`src/rtl/bus_arb.sv`:
```
// bus_arb: arbitrates the external memory bus between the instruction-fetch
// (I) side and the data (D) side of the hart. Each transfer is a fixed
// burst of BEATS beats. D-side locked reads (AMO) keep the bus reserved
// until the paired write or until the lock is dropped.
//
// Optional build macro BUS_ARB_RR_EN: when defined, simultaneous I/D
// requests from IDLE alternate using a last_gnt register. When it is
// undefined, D has fixed priority over I.
module bus_arb #(
    parameter int AW    = 64,
    parameter int DW    = 64,
    parameter int BEATS = 8
) (
    input  logic          clk,
    input  logic          rst,
    input  logic          i_req,
    input  logic [AW-1:0] i_addr,
    output logic [DW-1:0] i_data,
    output logic          i_vld,
    output logic          i_done,
    input  logic          d_req,
    input  logic          d_we,
    input  logic          d_lock,
    input  logic [AW-1:0] d_addr,
    input  logic [DW-1:0] d_wdata,
    output logic          d_wrd,
    output logic [DW-1:0] d_rdata,
    output logic          d_vld,
    output logic          d_done,
    output logic          b_req,
    output logic          b_we,
    output logic [AW-1:0] b_addr,
    output logic [DW-1:0] b_wdata,
    input  logic [DW-1:0] b_rdata,
    input  logic          b_ack,
    output logic          b_rd_i,
    output logic          b_rd_d
);

    localparam int            CW       = $clog2(BEATS);
    localparam logic [CW-1:0] LAST_CNT = CW'(BEATS - 1);
    localparam logic [AW-1:0] STRIDE   = AW'(DW / 8);

    typedef enum logic [1:0] {
        IDLE   = 2'd0,
        I_XFER = 2'd1,
        D_XFER = 2'd2,
        D_LOCK = 2'd3
    } state_t;

    state_t        state_r, state_nxt;
    logic [CW-1:0] cnt_r, cnt_nxt;
    logic [AW-1:0] base_r, base_nxt;
    logic          we_r, we_nxt;
    logic          lock_r, lock_nxt;

    logic          pick_d_s;
    logic          xfer_s;
    logic          beat_s;
    logic          last_s;

`ifdef BUS_ARB_RR_EN
    logic          last_gnt_r;

    // Alternating choice: on a tie, grant the side that was not granted last
    always_comb begin
        if (d_req && i_req) begin
            pick_d_s = ~last_gnt_r;
        end else begin
            pick_d_s = d_req;
        end
    end

    // Remember which side won the most recent grant out of IDLE
    always_ff @(posedge clk) begin
        if (rst) begin
            last_gnt_r <= 1'b0;
        end else if (state_r == IDLE && (d_req || i_req)) begin
            last_gnt_r <= pick_d_s;
        end else begin
            last_gnt_r <= last_gnt_r;
        end
    end
`else
    // Fixed priority: D always wins over I
    always_comb begin
        pick_d_s = d_req;
    end
`endif

    assign xfer_s = (state_r == I_XFER) || (state_r == D_XFER);
    assign beat_s = xfer_s && b_ack;
    assign last_s = (cnt_r == LAST_CNT);

    // Next-state, beat counter and grant-latch logic
    always_comb begin
        state_nxt = state_r;
        cnt_nxt   = cnt_r;
        base_nxt  = base_r;
        we_nxt    = we_r;
        lock_nxt  = lock_r;
        case (state_r)
            IDLE: begin
                cnt_nxt = '0;
                if (pick_d_s) begin
                    state_nxt = D_XFER;
                    base_nxt  = d_addr;
                    we_nxt    = d_we;
                    lock_nxt  = d_lock;
                end else if (i_req) begin
                    state_nxt = I_XFER;
                    base_nxt  = i_addr;
                    we_nxt    = 1'b0;
                    lock_nxt  = 1'b0;
                end else begin
                    state_nxt = IDLE;
                end
            end
            I_XFER, D_XFER: begin
                if (b_ack) begin
                    if (last_s) begin
                        cnt_nxt = '0;
                        if (state_r == D_XFER && lock_r && !we_r) begin
                            state_nxt = D_LOCK;
                        end else begin
                            state_nxt = IDLE;
                        end
                    end else begin
                        cnt_nxt = cnt_r + 1'b1;
                    end
                end else begin
                    cnt_nxt = cnt_r;
                end
            end
            D_LOCK: begin
                cnt_nxt = '0;
                if (d_req && d_we) begin
                    // the paired write wins even if the lock drops together
                    state_nxt = D_XFER;
                    base_nxt  = d_addr;
                    we_nxt    = 1'b1;
                    lock_nxt  = 1'b0;
                end else if (!d_lock) begin
                    state_nxt = IDLE;
                end else begin
                    state_nxt = D_LOCK;
                end
            end
            default: begin
                state_nxt = IDLE;
                cnt_nxt   = '0;
            end
        endcase
    end

    // State and datapath registers with synchronous reset
    always_ff @(posedge clk) begin
        if (rst) begin
            state_r <= IDLE;
            cnt_r   <= '0;
            base_r  <= '0;
            we_r    <= 1'b0;
            lock_r  <= 1'b0;
        end else begin
            state_r <= state_nxt;
            cnt_r   <= cnt_nxt;
            base_r  <= base_nxt;
            we_r    <= we_nxt;
            lock_r  <= lock_nxt;
        end
    end

    // Bus side: request, direction and beat address come straight from registers
    always_comb begin
        if (xfer_s) begin
            b_req  = 1'b1;
            b_we   = (state_r == D_XFER) && we_r;
            b_addr = base_r + (AW'(cnt_r) * STRIDE);
        end else begin
            b_req  = 1'b0;
            b_we   = 1'b0;
            b_addr = '0;
        end
    end

    // Requester strobes qualify the bus acknowledge with the active side
    always_comb begin
        i_vld  = beat_s && (state_r == I_XFER);
        i_done = beat_s && (state_r == I_XFER) && last_s;
        d_vld  = beat_s && (state_r == D_XFER) && !we_r;
        d_wrd  = beat_s && (state_r == D_XFER) && we_r;
        d_done = beat_s && (state_r == D_XFER) && last_s;
    end

    assign i_data  = b_rdata;
    assign d_rdata = b_rdata;
    assign b_wdata = d_wdata;

    // stall flags drop in the done cycle so the pipeline can advance at once
    assign b_rd_i = i_req && !i_done;
    assign b_rd_d = d_req && !d_done;

endmodule

```
`config.mk`:
```
export PLATFORM = sky130hd
export DESIGN_NAME = bus_arb
export DESIGN_NICKNAME = d
export VERILOG_FILES = /design/src/rtl/bus_arb.sv
export SDC_FILE = /design/constraint.sdc
export NUM_CORES = 1
export LEC_CHECK = 0
export BUFFER_PORTS_ARGS = -buffer_cell sky130_fd_sc_hd__buf_2
export CORE_AREA = 2 2 203 205
export CTS_BUF_LIST = sky130_fd_sc_hd__clkbuf_4
export DETAILED_ROUTE_END_ITERATION = 16
export DIE_AREA = 0 0 205 207
export PLACE_DENSITY_LB_ADDON = 0.08
export SYNTH_ARGS = -nofsm -noshare
export SYNTH_HDL_FRONTEND = slang
export SYNTH_SLANG_ARGS = --single-unit
```
`constraint.sdc`:
```
create_clock -name clk -period 4.3 [get_ports clk]
set_clock_uncertainty 0.2 [all_clocks]
set_input_delay 0.215 -clock clk [delete_from_list [all_inputs] [get_ports clk]]
set_output_delay 0.215 -clock clk [all_outputs]
set_load 0.02 [all_outputs]
```
==> run metrics <==
outcome=completed; DRT Pass-1 Iters=6; Net Sw Frac=50.4%; Setup TNS=0 ns; critical path class=reg -> out; CP max-delay cell=or4_1; Worst Path Arrival=3.56 ns; Setup WS post-layout=0.323 ns; first-pass GRT wire length=43400 um; Max IR drop VDD=0.322 mV; placed inst area=6590 um2; Initial Utilization=15.9%; share of layout cells above drive strength 1=24.0%; Mean Syn Cell Area=7.17 um2; vias=6555; power share of the clock group=10.6%; NetSw=1.93 mW; combinational power share=57.8%; DP Wirelength=21200 um; HP Class=in -> reg; Antenna Nets Post-Route=0; mapped cell area=6430 um2; cell count after synthesis=897; syn_nets=1170; Die Y=207 um; CP most frequent cell=buf_6; Seq/Total Area, Yosys=22.1%; post-synthesis cell type count=44; #FFs+latches synth=71; GR Overflow Total=0; CTS tree=built; Critical Path Fanout Max=29; fin area=8050 um2; most common cell after layout, fill and taps aside=buf_2; share of power burned in registers=31.6%; synthesis-to-layout area growth=25.1%; Power Total=3.83 mW; antenna violations before repair=3; Max Root-Sink Buffers=2; final worst path period share=92.5%; DR vias/cell=4.24; worst skew pair latency=0.51 ns; # setup viols final=0; min Tclk post-route=3.98 ns; Pins Over Slew Limit=0; Leakage=3.21 nW; internal power=1.90 mW; Iteration-0 DRC Markers=263; dpl ws=0.781 ns; fillers=4674; Hold Vio Cnt, Final=0; CP Launch Type=flop; pwr dens=476 nW/um2; core area=40400 um2; main flop type after synthesis=dfxtp_1; clock sink count=71; die width=205 um; Total GRT Usage=13.7%; most frequent cells in the layout=buf_2, dlygate4sd3_1, nor2_1; Worst Tran Pin Value=0.976 ns; Clock Pin Slew Worst Setup and Hold Paths=0.12 ns; Critical Path RT=3.88 ns; critical path endpoint category=primary output; DR WL/cell=18.8 um; die area=42400 um2; gp weighted congestion=0.691; Net count, final=1282; PortBufs=207; Num CTS Buffers=9; largest net degree at the start of global routing=68; max incr delay on CP=0.47 ns; vias in the first global route=6915; Max Clk Rate=251 MHz; Post-synth EDFFs=0; # H-tree levels=3; Syn. warnings=0; crit path cell chain=ha_2 > inv_1 > fa_1 > nand2b_2 > a2111oi_4 > buf_6 > nand4_1 > buf_6 > or4_1 > a21oi_1 > buf_2; Rows=74; async set-or-reset flop fraction in the synthesized netlist=0%; final WL=29100 um; post-route DRC violation count=0; max-cap violations=0; Boundary Pins=528; slew margin rel.=34.8%; CTS root buffer=clkbuf_4
==> worst max-delay path: cells and delay by family, from the launching register on <==
kind            cells  cell delay, ns
flops               1            0.40
buf+inv             4            0.66
simple gates        3            0.85
compound gates      2            0.51
fa+ha+maj           2            0.62
==> cell families after synthesis <==
kind of cell               count (synthesis)  synth area share (%)
and+or+nand+nor                          307                  23.2
DFF                                       71                  22.1
buffers and inverters                    268                  26.9
AOI/OAI and AO/OA                        210                  21.5
adders and majority gates                 10                  2.06
xor gates and xnor gates                  28                  3.81
muxes                                      3                 0.467
==> synth_stat cells, drive strengths merged, types with 2 or more instances <==
cell	count	area share [%]
a211oi	3	0.35
or3	15	1.5
o211ai	2	0.23
o41ai	2	0.27
inv	16	0.93
o31ai	13	1.5
and4	4	0.54
nor4	7	1.0
clkbuf	58	3.4
and3	9	0.88
ha	9	1.8
o22ai	2	0.19
and2	8	0.78
nand4b	2	0.27
nor2	103	6.0
a311oi	64	8.7
buf	194	23
nand2	85	5.0
nand3	25	2.0
o21ai	83	6.5
nand2b	3	0.29
mux2i	3	0.47
xor2	12	1.6
nand4	18	2.0
nor3	6	0.47
dfxtp	71	22
nor2b	6	0.58
or4	13	1.5
xnor2	16	2.2
a21oi	37	2.9
==> state kept, by name, indices dropped and copies added (netlist names) <==
signal	flops
cnt_r	3
base_r	64
state_r	2
we_r	1
lock_r	1
==> cell type report <==
class	count	area (um2)	share of cell area (%)
antenna	3	7.51	0.0933
clock buffer	11	82.6	1.03
clock inverter	3	12.5	0.156
inverter	16	60.1	0.747
multi-input combinational	558	3310	41.1
sequential	71	1420	17.7
tap	532	666	8.27
timing repair buffer	353	2490	30.9
==> path summary, 6_finish.rpt <==
check | cells past startpoint | start | end | slack [ns]
max | 11 | cnt_r[0] | b_addr[43] | 0.32
min | 2 | rst | state_r[1] | 0.10
max reg2reg | 7 | state_r[0] | base_r[63] | 1.06
min reg2reg | 2 | state_r[0] | state_r[0] | 0.35
==> what timing repair did <==
action | CTS | global route
buffers inserted | 0 | 0
gates resized for setup | 0 | 4
endpoints found under the hold margin | 71 | 0
hold buffers | 134 | 0
setup endpoints to repair | 0 | 11
==> metal layers <==
layer	wire, um	global-route usage (%)	share of wire [%]	vias up
met5	73	1.27	0.25	-
met4	454	3.55	1.6	4
met3	2500	5.18	8.6	56
met2	13500	22.3	46	293
met1	12600	16.7	43	2999
li1	-	-	-	3203
==> through the flow <==
stage	cells	hold slack, ns	util [%]
6_report	1547	0.102	19.9
5_1_grt	1547	0.0574	19.9
4_1_cts	1544	0.0425	19.9
3_5_place_dp	1396	0.230	16.3
3_3_place_gp	1396	0.230	16.3
2_1_floorplan	897	0.174	-
==> power by group through the flow <==
stage	combinational (mW)	clock, mW	sequential [mW]
after floorplan	1.50	0	1.10
final	2.22	0.405	1.21
after global placement	1.97	0	1.25
after CTS	2.28	0.450	1.23
after global routing	2.48	0.468	1.27
after detailed placement	1.93	0	1.25
(Power assumes the default switching activity.)
